$ cat src/rtl/alu_req_responder.sv
// Two-stage valid/ready responder around the MIPS ALU function set.
// Stage 1 registers operands, stage 2 registers the result and drives rsp_* directly.
module alu_req_responder #(
  parameter int unsigned WIDTH = 32,
  parameter int unsigned TAG_W = 4
) (
  input  logic             clk,
  input  logic             reset,
  input  logic             req_valid,
  output logic             req_ready,
  input  logic [2:0]       req_f,
  input  logic [WIDTH-1:0] req_a,
  input  logic [WIDTH-1:0] req_b,
  input  logic [TAG_W-1:0] req_tag,
  output logic             rsp_valid,
  input  logic             rsp_ready,
  output logic [WIDTH-1:0] rsp_y,
  output logic             rsp_zero,
  output logic             rsp_illegal,
  output logic [TAG_W-1:0] rsp_tag,
  output logic [31:0]      done_count
);

  logic             s1_valid;
  logic [2:0]       s1_f;
  logic [WIDTH-1:0] s1_a;
  logic [WIDTH-1:0] s1_b;
  logic [TAG_W-1:0] s1_tag;

  logic             adv1;
  logic             adv2;
  logic [WIDTH-1:0] alu_y;
  logic             alu_illegal;
  logic             slt;

  // Ready chain is independent of req_valid so upstream can rely on it combinationally.
  assign adv2      = !rsp_valid || rsp_ready;
  assign adv1      = !s1_valid || adv2;
  assign req_ready = adv1;

  // Signed compare is exact; it does not derive the result from a-b, so overflow is moot.
  assign slt = $signed(s1_a) < $signed(s1_b);

  always_comb begin
    alu_y       = '0;
    alu_illegal = 1'b0;
    case (s1_f)
      3'b000:  alu_y = s1_a & s1_b;
      3'b001:  alu_y = s1_a | s1_b;
      3'b010:  alu_y = s1_a + s1_b;
      3'b011:  alu_illegal = 1'b1;
      3'b100:  alu_y = s1_a & ~s1_b;
      3'b101:  alu_y = s1_a | ~s1_b;
      3'b110:  alu_y = s1_a - s1_b;
      default: alu_y = {{(WIDTH-1){1'b0}}, slt};
    endcase
  end

  always_ff @(posedge clk or posedge reset) begin
    if (reset) begin
      s1_valid <= 1'b0;
      s1_f     <= '0;
      s1_a     <= '0;
      s1_b     <= '0;
      s1_tag   <= '0;
    end else if (adv1) begin
      s1_valid <= req_valid;
      if (req_valid) begin
        s1_f   <= req_f;
        s1_a   <= req_a;
        s1_b   <= req_b;
        s1_tag <= req_tag;
      end
    end
  end

  // Payload only updates on a real item, so it holds its last value after draining.
  always_ff @(posedge clk or posedge reset) begin
    if (reset) begin
      rsp_valid   <= 1'b0;
      rsp_y       <= '0;
      rsp_zero    <= 1'b0;
      rsp_illegal <= 1'b0;
      rsp_tag     <= '0;
    end else if (adv2) begin
      rsp_valid <= s1_valid;
      if (s1_valid) begin
        rsp_y       <= alu_y;
        rsp_zero    <= (alu_y == '0);
        rsp_illegal <= alu_illegal;
        rsp_tag     <= s1_tag;
      end
    end
  end

  always_ff @(posedge clk or posedge reset) begin
    if (reset) begin
      done_count <= '0;
    end else if (rsp_valid && rsp_ready) begin
      done_count <= done_count + 32'd1;
    end
  end

endmodule
$ cat config.mk
export PLATFORM = sky130hd
export DESIGN_NAME = alu_req_responder
export DESIGN_NICKNAME = d
export VERILOG_FILES = /design/src/rtl/alu_req_responder.sv
export SDC_FILE = /design/constraint.sdc
export NUM_CORES = 1
export LEC_CHECK = 0
export ABC_CLOCK_PERIOD_IN_PS = 4900
export CORE_UTILIZATION = 25
export CTS_BUF_LIST = sky130_fd_sc_hd__clkbuf_4 sky130_fd_sc_hd__clkbuf_8
export CTS_CLUSTER_SIZE = 20
export DETAILED_ROUTE_END_ITERATION = 10
export PLACE_DENSITY = 0.52
export SYNTH_ARGS = -nofsm -noshare
export SYNTH_HDL_FRONTEND = slang
export SYNTH_SLANG_ARGS = --single-unit
$ cat constraint.sdc
create_clock -name clk -period 4.9 [get_ports clk]
set_clock_uncertainty 0.05 [all_clocks]
set_input_delay 0.98 -clock clk [delete_from_list [all_inputs] [get_ports clk]]
set_output_delay 0.98 -clock clk [all_outputs]
set_load 0.005 [all_outputs]
==> results.md <==
Synth:
- The synthesized netlist devotes roughly 18% of its cell area to compound gates.
- After synthesis the netlist holds a flip-flop and latch count of 143.
- Yosys mapped a number of flops with a built-in enable equal to 0.
- The synthesized netlist devotes between 10% and 20% of its cell area to simple gates.
- Of the total synthesized cell area, the portion taken by full adders, half adders and majority gates is between 10% and 20%.
- After synthesis, the largest family of logic cells by area is compound AO/OA/AOI/OAI gates.
- Yosys printed 0 warnings.
- In the synthesized netlist the async set-or-reset flop fraction comes to 100%.
- The cell area that synthesis handed to floorplanning was 10300 sq um.
- The number of nets in the synthesized netlist is roughly 1300.
- The count of different cell masters after synthesis is 86.
- After synthesis, the mean cell area works out to 9.30 sq um.
- After synthesis, the share of cell area in mux cells is between 10% and 20%.
- The number of standard cells after synthesis is 1108.
- The fraction of the yosys area taken by sequential cells is 34.7%.
- The most used flip-flop cell after synthesis is sky130_fd_sc_hd__dfrtp_1.
- Summing the areas of all xor and xnor instances in the mapped netlist gives approximately 6.8% of the synthesized area.

Final layout:
- The final cell count without fillers is ~1800.
- The layout-stage area growth over the synthesis result is 23.2%.
- Once layout is complete, the utilization of the core stands at between 30% and 40%.
- Summing all flip-flop and latch instances after layout gives 3580 sq um.
- The final layout contains 1367 nets.
- The finished layout cell area is ~13000 sq um.
- The post-route netlist has approximately an eighth of its cells at a drive strength greater than 1.
- The area used by multi-input combinational logic is about 6200 sq um.
- The number of filler instances in the final layout is ~4300.

Worst setup path:
- The worst register-to-register path begins at s1_f[2]$_DFFE_PP0P_.
- The worst register-to-register path ends at rsp_zero$_DFFE_PP0P_.
- The largest driver fanout on the critical path is 25.
- The required time of the critical path is around 5.3 ns.
- The sort of element at the end of the critical path is a flop.
- The worst setup path category is reg2reg.
- The critical path arrival is ~4.9 ns.
- The depth of the worst register-to-register path is 11.
- The worst register-to-register path has a setup slack of around 0.46 ns.
- The element type at the critical path start is a flop.
- In this run the worst setup path begins at s1_f[2]$_DFFE_PP0P_.

Clock tree:
- The clock net sink count is roughly 140.
- In this run, post-CTS repair resized a total of 0 instances.
- The TritonCTS clock tree is built.
- In this run the number of H-tree levels came out at 4.
- The total CTS buffers is 17.
- The clock-pin slew on the worst setup and hold paths is 0.10 ns.
- The maximum root-to-sink buffer count is 2.
- The clock root buffer is sky130_fd_sc_hd__clkbuf_8.
- The number of setup buffers added after CTS is 0.
- The clock reaches the later pin of the worst-skew pair after 0.52 ns.
- In this run, post-CTS hold repair placed 0 buffers.

Routing:
- The via density per instance is roughly 5.
- The remaining number of nets flagged by the antenna check after routing is 0.
- The final routed wire length divided by cell count is 18.7 um.
- The length of the first detailed-routing pass in iterations is 5.
- Summed over all layers, the routed wires come to roughly 33 mm.
- The initial DRC count is 493.
- The via total after detailed routing is just under 9000.
- In the routed design, unresolved DRC markers number 0.

Floorplan:
- The floorplan step set the die height to between 200 and 250 um.
- The starting density of the core is 25.6%.
- In this run the count of I/O pins placed on the die edge is approximately 150.
- The core region is approximately 40000 sq um.
- The total number of placement rows is 73.
- From left edge to right edge, the die measures between 200 and 250 um.
- The floorplan step defined a die boundary enclosing between 40000 and 50000 sq um.

Timing:
- The final setup violation count is 0.
- The hold violation total from the final report came to 0.
- The tightest hold path in the finished design has a slack of 0.432 ns.
- Setup repair after global routing left no endpoint under its margin.
- The number of slew-limit violations in the final report is 0.
- The relative max-transition margin is 30.3%.
- The portion of the clock cycle consumed by the worst path in the final layout is a little over 90%.
- The actual slew at the worst max-slew pin is 1.03 ns.
- The maximum frequency from static timing analysis is roughly 230 MHz.
- The total negative setup slack is 0 ns.
- The clock period minus worst slack is between 4 and 5 ns.

Place:
- The placed instances occupy a cell area of roughly 12000 sq um.
- Routability-driven placement finished with a final weighted congestion of slightly above 0.9.
- The cell count after placement is around 1700.
- The count of input and output buffers is ~150.
- Detailed placement finished with a half-perimeter wire length of about 25 mm.

Global routing:
- The via count of the first global-routing pass is between 8000 and 9000.
- Entering global routing, the biggest net connects 77 pins.
- The initial antenna violation count is 2.
- The overflow left after global routing is 0.
- The first-pass GRT wire length is about 52 mm.
- The overall routing resource usage is between 15 and 20%.

Pwr:
- The share of total power dissipated in combinational logic is between 40 and 50%.
- The internal cell power is 3.00 mW.
- The largest voltage drop on the vdd net is 0.202 mV.
- The portion of total power attributed to sequential cells is between 30% and 40%.
- Summed over all cells, the static leakage comes to about 5.3 nW.
- The power spent charging and discharging nets is 2.15 mW.
- The switching power as a share of total power is 41.7%.
- Power spread over the standard cell area amounts to around 410 nW/um^2.
- The power share of the clock group is approximately a fifth.

Outcome:
- The flow ran to the end, and the final reports show no timing, DRC or antenna violations.

Min path:
- The path with the worst hold slack has its endpoint at done_count[31]$_DFFE_PP0P_.
- The startpoint identified for the worst hold timing path is done_count[31]$_DFFE_PP0P_.
- The hold-critical path depth is 1.
- The path class of the tightest hold or removal check is reg2reg.

Run:
- The number of max-capacitance violations reported is 0.
-- power by group through the flow --
stage	clock, mW	combinational (mW)	sequential, mW
finish	1.03	2.49	1.63
global route	1.13	2.74	1.67
CTS	1.08	2.50	1.63
detailed placement	0	2.48	1.66
global placement	0	2.49	1.65
floorplan	0	1.61	1.60
-- stage by stage --
step	total power [mW]	setup slack, ns
3_3_place_gp	4.13	0.0246
4_1_cts	5.21	0.316
6_report	5.14	0.461
2_1_floorplan	3.21	0.0321
5_1_grt	5.54	0.0990
3_5_place_dp	4.13	0.0965
-- how the worst max path moves through the flow --
stage / endpoint / slack [ns] / cells past startpoint
6_report: rsp_zero$_DFFE_PP0P_ / 0.46 / 11
5_1_grt: rsp_zero$_DFFE_PP0P_ / 0.1 / 11
4_1_cts: rsp_zero$_DFFE_PP0P_ / 0.32 / 11
3_5_place_dp: rsp_zero$_DFFE_PP0P_ / 0.1 / 12
3_3_place_gp: rsp_zero$_DFFE_PP0P_ / 0.02 / 12
2_1_floorplan: done_count[0]$_DFFE_PP0P_ / 0.03 / 1
-- cell families (layout without fill, tap and decap cells) --
family / count (synthesis) / count (layout)
and+or+nand+nor: 295 / 295
AOI/OAI and AO/OA: 272 / 272
DFF: 143 / 143
buffers and inverters: 127 / 257
adders and majority gates: 98 / 98
muxes: 93 / 93
xor gates and xnor gates: 80 / 80
other: 0 / 1
-- layout by cell type (no fill, tap or decap), types with 8 or more instances in the layout --
| cell | Yosys | final |
|---|---|---|
| sky130_fd_sc_hd__o21ai_0 | 52 | 52 |
| sky130_fd_sc_hd__buf_4 | 2 | 11 |
| sky130_fd_sc_hd__nor3_1 | 28 | 28 |
| sky130_fd_sc_hd__clkbuf_8 | 0 | 17 |
| sky130_fd_sc_hd__nand2b_1 | 12 | 12 |
| sky130_fd_sc_hd__dfrtp_1 | 143 | 142 |
| sky130_fd_sc_hd__a21o_1 | 12 | 12 |
| sky130_fd_sc_hd__nor4_1 | 10 | 10 |
| sky130_fd_sc_hd__xor2_1 | 39 | 39 |
| sky130_fd_sc_hd__nor2b_1 | 9 | 9 |
| sky130_fd_sc_hd__xnor2_1 | 41 | 41 |
| sky130_fd_sc_hd__clkdlybuf4s50_1 | 0 | 146 |
| sky130_fd_sc_hd__maj3_1 | 31 | 31 |
| sky130_fd_sc_hd__nand4_1 | 17 | 17 |
| sky130_fd_sc_hd__ha_1 | 65 | 65 |
| sky130_fd_sc_hd__o21a_1 | 9 | 9 |
| sky130_fd_sc_hd__a22oi_1 | 13 | 13 |
| sky130_fd_sc_hd__and3_1 | 10 | 10 |
| sky130_fd_sc_hd__a21oi_1 | 75 | 75 |
| sky130_fd_sc_hd__o211ai_1 | 8 | 8 |
| sky130_fd_sc_hd__o31ai_1 | 10 | 10 |
| sky130_fd_sc_hd__inv_1 | 67 | 66 |
| sky130_fd_sc_hd__mux2_2 | 86 | 86 |
| sky130_fd_sc_hd__nor2_1 | 63 | 63 |
| sky130_fd_sc_hd__nand3_1 | 24 | 24 |
| sky130_fd_sc_hd__nand2_1 | 101 | 99 |
-- registers in the layout, indices dropped and copies added, names as in the netlist --
signal,count
s1_f,3
done_count,32
rsp_illegal,1
s1_valid,1
rsp_valid,1
s1_b,32
s1_a,32
rsp_zero,1
rsp_tag,4
s1_tag,4
rsp_y,32
-- critical path: stages, from the launching register on --
cell                        delay, ns
sky130_fd_sc_hd__dfrtp_2         0.80
sky130_fd_sc_hd__buf_4           0.46
sky130_fd_sc_hd__xor2_1          0.12
sky130_fd_sc_hd__maj3_1          0.36
sky130_fd_sc_hd__a22oi_1         0.29
sky130_fd_sc_hd__o2111ai_1       0.23
sky130_fd_sc_hd__nor4_1          0.59
sky130_fd_sc_hd__o2111ai_1       0.19
sky130_fd_sc_hd__and4bb_1        0.35
sky130_fd_sc_hd__nand4_1         0.24
sky130_fd_sc_hd__nor3_1          0.45
sky130_fd_sc_hd__a32o_2          0.24
-- area by class of cell --
cell class / count / area share, %
Multi-Input combinational cell: 838 / 49.0
Sequential cell: 143 / 28.2
Antenna cell: 1 / 0.0197
Clock inverter: 14 / 1.38
Timing Repair Buffer: 158 / 12.3
Tap cell: 525 / 5.18
Clock buffer: 18 / 1.90
Inverter: 67 / 2.02
-- metal layers --
| layer | part of all wire, % | routed length, um | up-vias | track usage (%) |
|---|---|---|---|---|
| met5 | 0.033 | 11 | - | 0 |
| met4 | 2.7 | 886 | 2 | 6.35 |
| met3 | 7.4 | 2430 | 52 | 5.57 |
| met1 | 47 | 15400 | 4259 | 21.1 |
| li1 | - | - | 4207 | - |
| met2 | 43 | 14300 | 235 | 24.5 |
-- synth_stat cells, drive strengths merged, types with 7 or more instances --
library cell	number	area, sq um
nand2b	12	75.1
o211ai	8	60.1
xnor2	41	359
dfrtp	143	3580
nor3	28	140
mux2i	7	70.1
nor2	63	236
o21ai	55	279
a211o	7	61.3
a21oi	77	393
buf	26	140
inv	67	251
xor2	39	342
nand2	101	379
and3	10	62.6
nand3	24	120
nor2b	9	56.3
nor4	10	62.6
a21o	12	90.1
o21a	9	67.6
o31ai	11	87.6
a22oi	13	97.6
maj3	31	310
mux2	86	968
nand4	17	106
clkbuf	34	128
ha	65	813
No activity file was read; power rests on OpenSTA's default activity.
